`config.mk`:
```
export PLATFORM = sky130hd
export DESIGN_NAME = leds_responder
export DESIGN_NICKNAME = d
export VERILOG_FILES = /design/src/rtl/leds_responder.sv
export SDC_FILE = /design/constraint.sdc
export NUM_CORES = 1
export LEC_CHECK = 0
export ABC_AREA = 0
export BUFFER_PORTS_ARGS = -buffer_cell sky130_fd_sc_hd__buf_2
export CAP_MARGIN = 20
export CORE_MARGIN = 2
export CORE_UTILIZATION = 49
export CTS_CLUSTER_SIZE = 25
export DETAILED_ROUTE_END_ITERATION = 10
export GPL_ROUTABILITY_DRIVEN = 0
export PLACE_DENSITY_LB_ADDON = 0.3
export SYNTH_ARGS = -nofsm -noshare
export SYNTH_HDL_FRONTEND = slang
export SYNTH_SLANG_ARGS = --single-unit
```
`constraint.sdc`:
```
create_clock -name clk_i -period 1.78 [get_ports clk_i]
set_clock_uncertainty 0.05 [all_clocks]
set_input_delay 0 -clock clk_i [delete_from_list [all_inputs] [get_ports clk_i]]
set_output_delay 0 -clock clk_i [all_outputs]
set_load 0.02 [all_outputs]
```
`src/rtl/leds_responder.sv`:
```
// ---------------------------------------------------------------------------
// leds_responder
//
// Memory-mapped LED peripheral. It sits behind the core's address decoder as
// the responder for a 16-byte register window. It holds the LED value, blink
// control and blink period registers, and drives the board LEDs with an
// optional hardware blink.
//
// Register map (byte offsets from BASE_ADDR, addr_i[1:0] ignored):
//   0x0 LED_VAL  RW  [LED_WIDTH-1:0] LED pattern, upper bits read as 0
//   0x4 CTRL     RW  bit0 = blink_en
//   0x8 PERIOD   RW  blink half-period minus one, in clock cycles
//   0xC STATUS   RO  bit0 = phase, [31:16] = LED_WIDTH
//
// Ports:
//   clk_i     system clock, rising edge
//   rst_i     synchronous active-high reset
//   req_i     one-cycle access request from the address decoder
//   we_i      1 = write, 0 = read (sampled with req_i)
//   be_i      write byte enables
//   addr_i    byte address
//   wdata_i   write data
//   rdata_o   registered read data, held until the next read
//   rvalid_o  one-cycle pulse, one cycle after a read request
//   led_o     registered LED drive
// ---------------------------------------------------------------------------
module leds_responder #(
    parameter int          LED_WIDTH  = 16,
    parameter logic [31:0] BASE_ADDR  = 32'h8000_0800,
    parameter logic [31:0] PERIOD_RST = 32'd25_000_000
) (
    input  logic                 clk_i,
    input  logic                 rst_i,
    input  logic                 req_i,
    input  logic                 we_i,
    input  logic [3:0]           be_i,
    input  logic [31:0]          addr_i,
    input  logic [31:0]          wdata_i,
    output logic [31:0]          rdata_o,
    output logic                 rvalid_o,
    output logic [LED_WIDTH-1:0] led_o
);

    typedef enum logic [1:0] {
        REG_LED    = 2'd0,
        REG_CTRL   = 2'd1,
        REG_PERIOD = 2'd2,
        REG_STATUS = 2'd3
    } reg_sel_e;

    localparam logic [15:0] WIDTH_FIELD = 16'(LED_WIDTH);

    logic [LED_WIDTH-1:0] led_val;
    logic                 blink_en;
    logic [31:0]          period;
    logic [31:0]          cnt;
    logic                 phase;
    logic [31:0]          rdata_q;
    logic                 rvalid_q;
    logic [LED_WIDTH-1:0] led_q;

    logic                 hit;
    reg_sel_e             sel;
    logic                 wr_hit;
    logic                 rd_req;
    logic                 restart;
    logic [31:0]          led_val_ext;
    logic [31:0]          led_merged;
    logic [31:0]          period_merged;
    logic [31:0]          rd_mux;

    // Byte-lane merge of write data into the current register contents.
    function automatic logic [31:0] merge_be(input logic [31:0] cur,
                                             input logic [31:0] wd,
                                             input logic [3:0]  be);
        logic [31:0] res;
        res = cur;
        for (int k = 0; k < 4; k++) begin
            if (be[k]) begin
                res[8*k +: 8] = wd[8*k +: 8];
            end
        end
        return res;
    endfunction

    assign hit     = (addr_i[31:4] == BASE_ADDR[31:4]);
    assign sel     = reg_sel_e'(addr_i[3:2]);
    assign wr_hit  = req_i & we_i & hit;
    assign rd_req  = req_i & ~we_i;
    // Touching CTRL or PERIOD always restarts the blink sequence from a
    // clean "LEDs on" phase, even when the written value is unchanged.
    assign restart = wr_hit & ((sel == REG_CTRL) | (sel == REG_PERIOD));

    // NOTE: every variable assigned in always_comb gets a default first so
    // no path can leave it unassigned and infer a latch.
    always_comb begin
        led_val_ext = '0;
        led_val_ext[LED_WIDTH-1:0] = led_val;
        led_merged    = merge_be(led_val_ext, wdata_i, be_i);
        period_merged = merge_be(period, wdata_i, be_i);

        rd_mux = '0;
        if (hit) begin
            case (sel)
                REG_LED:    rd_mux = led_val_ext;
                REG_CTRL:   rd_mux[0] = blink_en;
                REG_PERIOD: rd_mux = period;
                REG_STATUS: rd_mux = {WIDTH_FIELD, 15'd0, phase};
                default:    rd_mux = '0;
            endcase
        end
    end

    // NOTE: all state is updated with non-blocking assignments so every
    // register samples the pre-edge values of the others (reads see the
    // value from before a same-edge write).
    always_ff @(posedge clk_i) begin
        if (rst_i) begin
            led_val  <= '0;
            blink_en <= 1'b0;
            period   <= PERIOD_RST;
            cnt      <= '0;
            phase    <= 1'b1;
            rdata_q  <= '0;
            rvalid_q <= 1'b0;
            led_q    <= '0;
        end else begin
            if (wr_hit) begin
                case (sel)
                    REG_LED:    led_val  <= led_merged[LED_WIDTH-1:0];
                    REG_CTRL:   blink_en <= be_i[0] ? wdata_i[0] : blink_en;
                    REG_PERIOD: period   <= period_merged;
                    default:    ;
                endcase
            end

            // Restart wins over the wrap toggle; a disabled engine parks
            // in the "on" phase so led_o simply follows LED_VAL.
            if (restart || !blink_en) begin
                cnt   <= '0;
                phase <= 1'b1;
            end else if (cnt == period) begin
                cnt   <= '0;
                phase <= ~phase;
            end else begin
                cnt <= cnt + 32'd1;
            end

            rvalid_q <= rd_req;
            if (rd_req) begin
                rdata_q <= rd_mux;
            end

            led_q <= (blink_en && !phase) ? '0 : led_val;
        end
    end

    // A read accepted just before reset asserts must not report data: the
    // pending pulse is suppressed while reset is active.
    assign rvalid_o = rvalid_q & ~rst_i;
    assign rdata_o  = rdata_q;
    assign led_o    = led_q;

endmodule
```
==> run summary <==
Starting density of the core = 50.4%
Root Buffer = clkbuf_8
DP HPWL = 10.2 mm
ANT cells = 0
Gr ovfl total = 0
Fmax = 577 MHz
Psw = 0.00148 W
Min Clock Period, post-route = 1.73 ns
Peak VDD IR = 0.784 mV
Most common cell after layout, fill and taps aside = dfxtp_1
Yosys cell types = 41
Sequential Power Share = 42.8%
Final period util = 97.3%
# IOs = 121
# clock sinks = 131
Most frequent cells in the layout = dfxtp_1 (124), buf_2 (118), nor2_1 (70), dlygate4sd3_1 (62), xor2_1 (56)
Slowest cell on the critical path = and4_1
Initial DRC count = 268
CP Cell Sequence = buf_4 > and4_1 > and4_1 > nand3_1 > xor2_1 > nor2_1
GRT Util Overall = 25.5%
Initial antenna violation count = 0
Critical path class = reg2reg
Internal Power = 0.00537 W
Util after Layout = 71.7%
Final #Nets = 833
Drt wl/cell = 16.5 um
Pwr dens = 878 nW/um^2
Combinational fraction of design power = 4.3%
Placed cell area = 6460 um^2
Via count = 4874
Die Ht = 110 um
Setup TNS = 0 ns
Finished Cell Area = 7800 um^2
WP data arrival = 2.10 ns
Clock Path Buffers = 2
Switching part of the total = 21.6%
Final setup viols = 0
Number of I/O port buffers = 118
Max-cap violations = 0
Clk network pwr share = 52.9%
Most frequent CP cell = and4_1
TritonCTS clock tree = done
Mean Syn Cell Area = 10.1 um^2
# rows = 38
Max Slew Vio Count = 0
Syn Nets = 621
Post-Synthesis Cells = 544
RSZ-0062 raised after global routing = yes
Outcome = complete, no violations
Hold/Removal Path Class = in2reg
Crit end category = register
Final hold vios = 0
DIE AREA = 12100 um^2
Worst EP required = 2.15 ns
Number of global-route vias before repair = 4765
Worst-path clk slew = 0.06 ns
Drt pass-1 iters = 5
Die span in x = 110 um
Layout filler cell count = 744
Area of the core = 10900 um^2
CP Max Fanout = 8
Yosys reg bits = 131
Largest net degree at the start of global routing = 55
Synth warn = 0
P&R area growth vs syn = 42.3%
First-pass GRT wire length = 23.2 mm
Leakage = 3.30 nW
Seq/Total Area, Yosys = 47.8%
Slew at the pin closest to its max-slew limit = 0.755 ns
DRC = 0
Final ANT Viol Nets = 0
Ratio of cells with drive above 1 in the final layout = 29.1%
Synth Cell Area = 5480 um^2
H-tree depth = 4
CP Launch Type = register
Via density = 5.36
Max incr delay on CP = 0.39 ns
Worst-Skew Late Latency = 0.53 ns
Cts bufs inserted = 17
WL final = 15.0 mm
Slew HR = 49.6%
Pwr Total = 0.00685 W
cells in the mapped netlist (all sizes together):
| cell | count | area share (%) |
|---|---|---|
| dfxtp | 131 | 48 |
| nor2 | 72 | 5.1 |
| xor2 | 56 | 8.9 |
| mux2i | 38 | 6.9 |
| nand2 | 29 | 2.0 |
| nand3 | 24 | 2.4 |
| and2 | 21 | 2.4 |
| clkbuf | 18 | 1.2 |
| o21ai | 18 | 1.7 |
| nor4 | 16 | 3.3 |
| a22o | 15 | 2.4 |
| a22oi | 15 | 2.1 |
| nor2b | 12 | 1.4 |
| nand4 | 11 | 1.5 |
| a211o | 10 | 1.6 |
| nor3 | 8 | 1.8 |
| and3 | 7 | 0.80 |
| buf | 7 | 0.98 |
| inv | 7 | 0.48 |
| xnor2 | 6 | 0.96 |
| ha | 5 | 1.1 |
| a21oi | 4 | 0.37 |
| and4 | 4 | 0.64 |
| nand2b | 2 | 0.23 |
| nand3b | 2 | 0.27 |
| nor4b | 2 | 0.87 |
| a21bo | 1 | 0.18 |
| a222oi | 1 | 0.18 |
| o2111ai | 1 | 0.16 |
| o311a | 1 | 0.18 |
area by class of cell:
class / instances / area, um^2 / area share (%)
inverters: 7 / 26.3 / 0.337
well taps: 140 / 175 / 2.25
clock inverters: 15 / 206 / 2.65
clock buffers: 17 / 414 / 5.31
flip-flops and latches: 131 / 2630 / 33.7
repair buffers: 218 / 1580 / 20.2
multi-input cells: 381 / 2770 / 35.5
worst paths after layout:
| path | start | cells after the start | slack (ns) | end |
|---|---|---|---|---|
| worst max-delay path | cnt[13]$_SDFF_PP0_ | 6 | 0.05 | cnt[25]$_SDFF_PP0_ |
| worst min register to register | rdata_o[11]$_SDFFE_PP0P_ | 2 | 0.40 | rdata_o[11]$_SDFFE_PP0P_ |
| worst max register to register | cnt[13]$_SDFF_PP0_ | 6 | 0.05 | cnt[25]$_SDFF_PP0_ |
| worst min-delay path | addr_i[28] | 6 | 0.06 | blink_en$_SDFFE_PP0P_ |
worst max-delay path: cells and delay by family, from the launching register on:
kind | cells | cell delay, ns
simple gates | 4 | 0.87
xor+xnor | 1 | 0.20
flops | 1 | 0.36
buf+inv | 1 | 0.14
kinds of logic (layout without fill, tap and decap cells):
logic type,after synthesis,count (layout),synth area share [%]
multiplexers,38,38,6.94
AND/OR/NAND/NOR,210,210,22.7
flip-flops,131,131,47.8
AO/OA/AOI/OAI,66,66,8.83
buffers and inverters,32,257,2.69
XOR/XNOR,62,62,9.90
adder cells (fa/ha/maj),5,5,1.14
power by group through the flow:
stage                     sequential, W  clock, W  combinational [W]
after global placement          0.00300         0           0.000217
after CTS                       0.00293   0.00366           0.000286
after detailed placement        0.00300         0           0.000222
after global routing            0.00293   0.00379           0.000313
final                           0.00293   0.00362           0.000291
after floorplan                 0.00300         0          0.0000799
layer usage:
layer	GRT usage [%]	vias to the layer above	wire length [um]
li1	-	2320	-
met1	30.6	2333	6320
met2	43.3	187	7350
met3	6.22	34	911
met4	11.0	0	415
met5	0	-	0
registers in the layout, summed over array words and instances (netlist names):
register and flops:
led_o 16, blink_en 1, rvalid_q 1, led_val 16
period 32, rdata_o 32, phase 1, cnt 32
timing repair:
| action | in CTS | in global routing |
|---|---|---|
| setup buffers | 0 | 4 |
| resized for setup | 1 | 17 |
| setup endpoints to repair | 3 | 51 |
| pin swaps | 0 | 6 |
| hold buffers | 62 | 0 |
| endpoints found under the hold margin | 68 | 0 |
through the flow:
step / hold slack, ns / setup slack, ns / cells
floorplan: 0.0679 / 0.115 / 544
global placement: 0.156 / 0.0321 / 811
detailed placement: 0.160 / -0.0116 / 811
CTS: 0.0278 / 0.0132 / 905
global route: 0.0862 / -0.0272 / 909
finish: 0.0556 / 0.0472 / 909
Note: power is estimated with default switching activity, not from simulation.
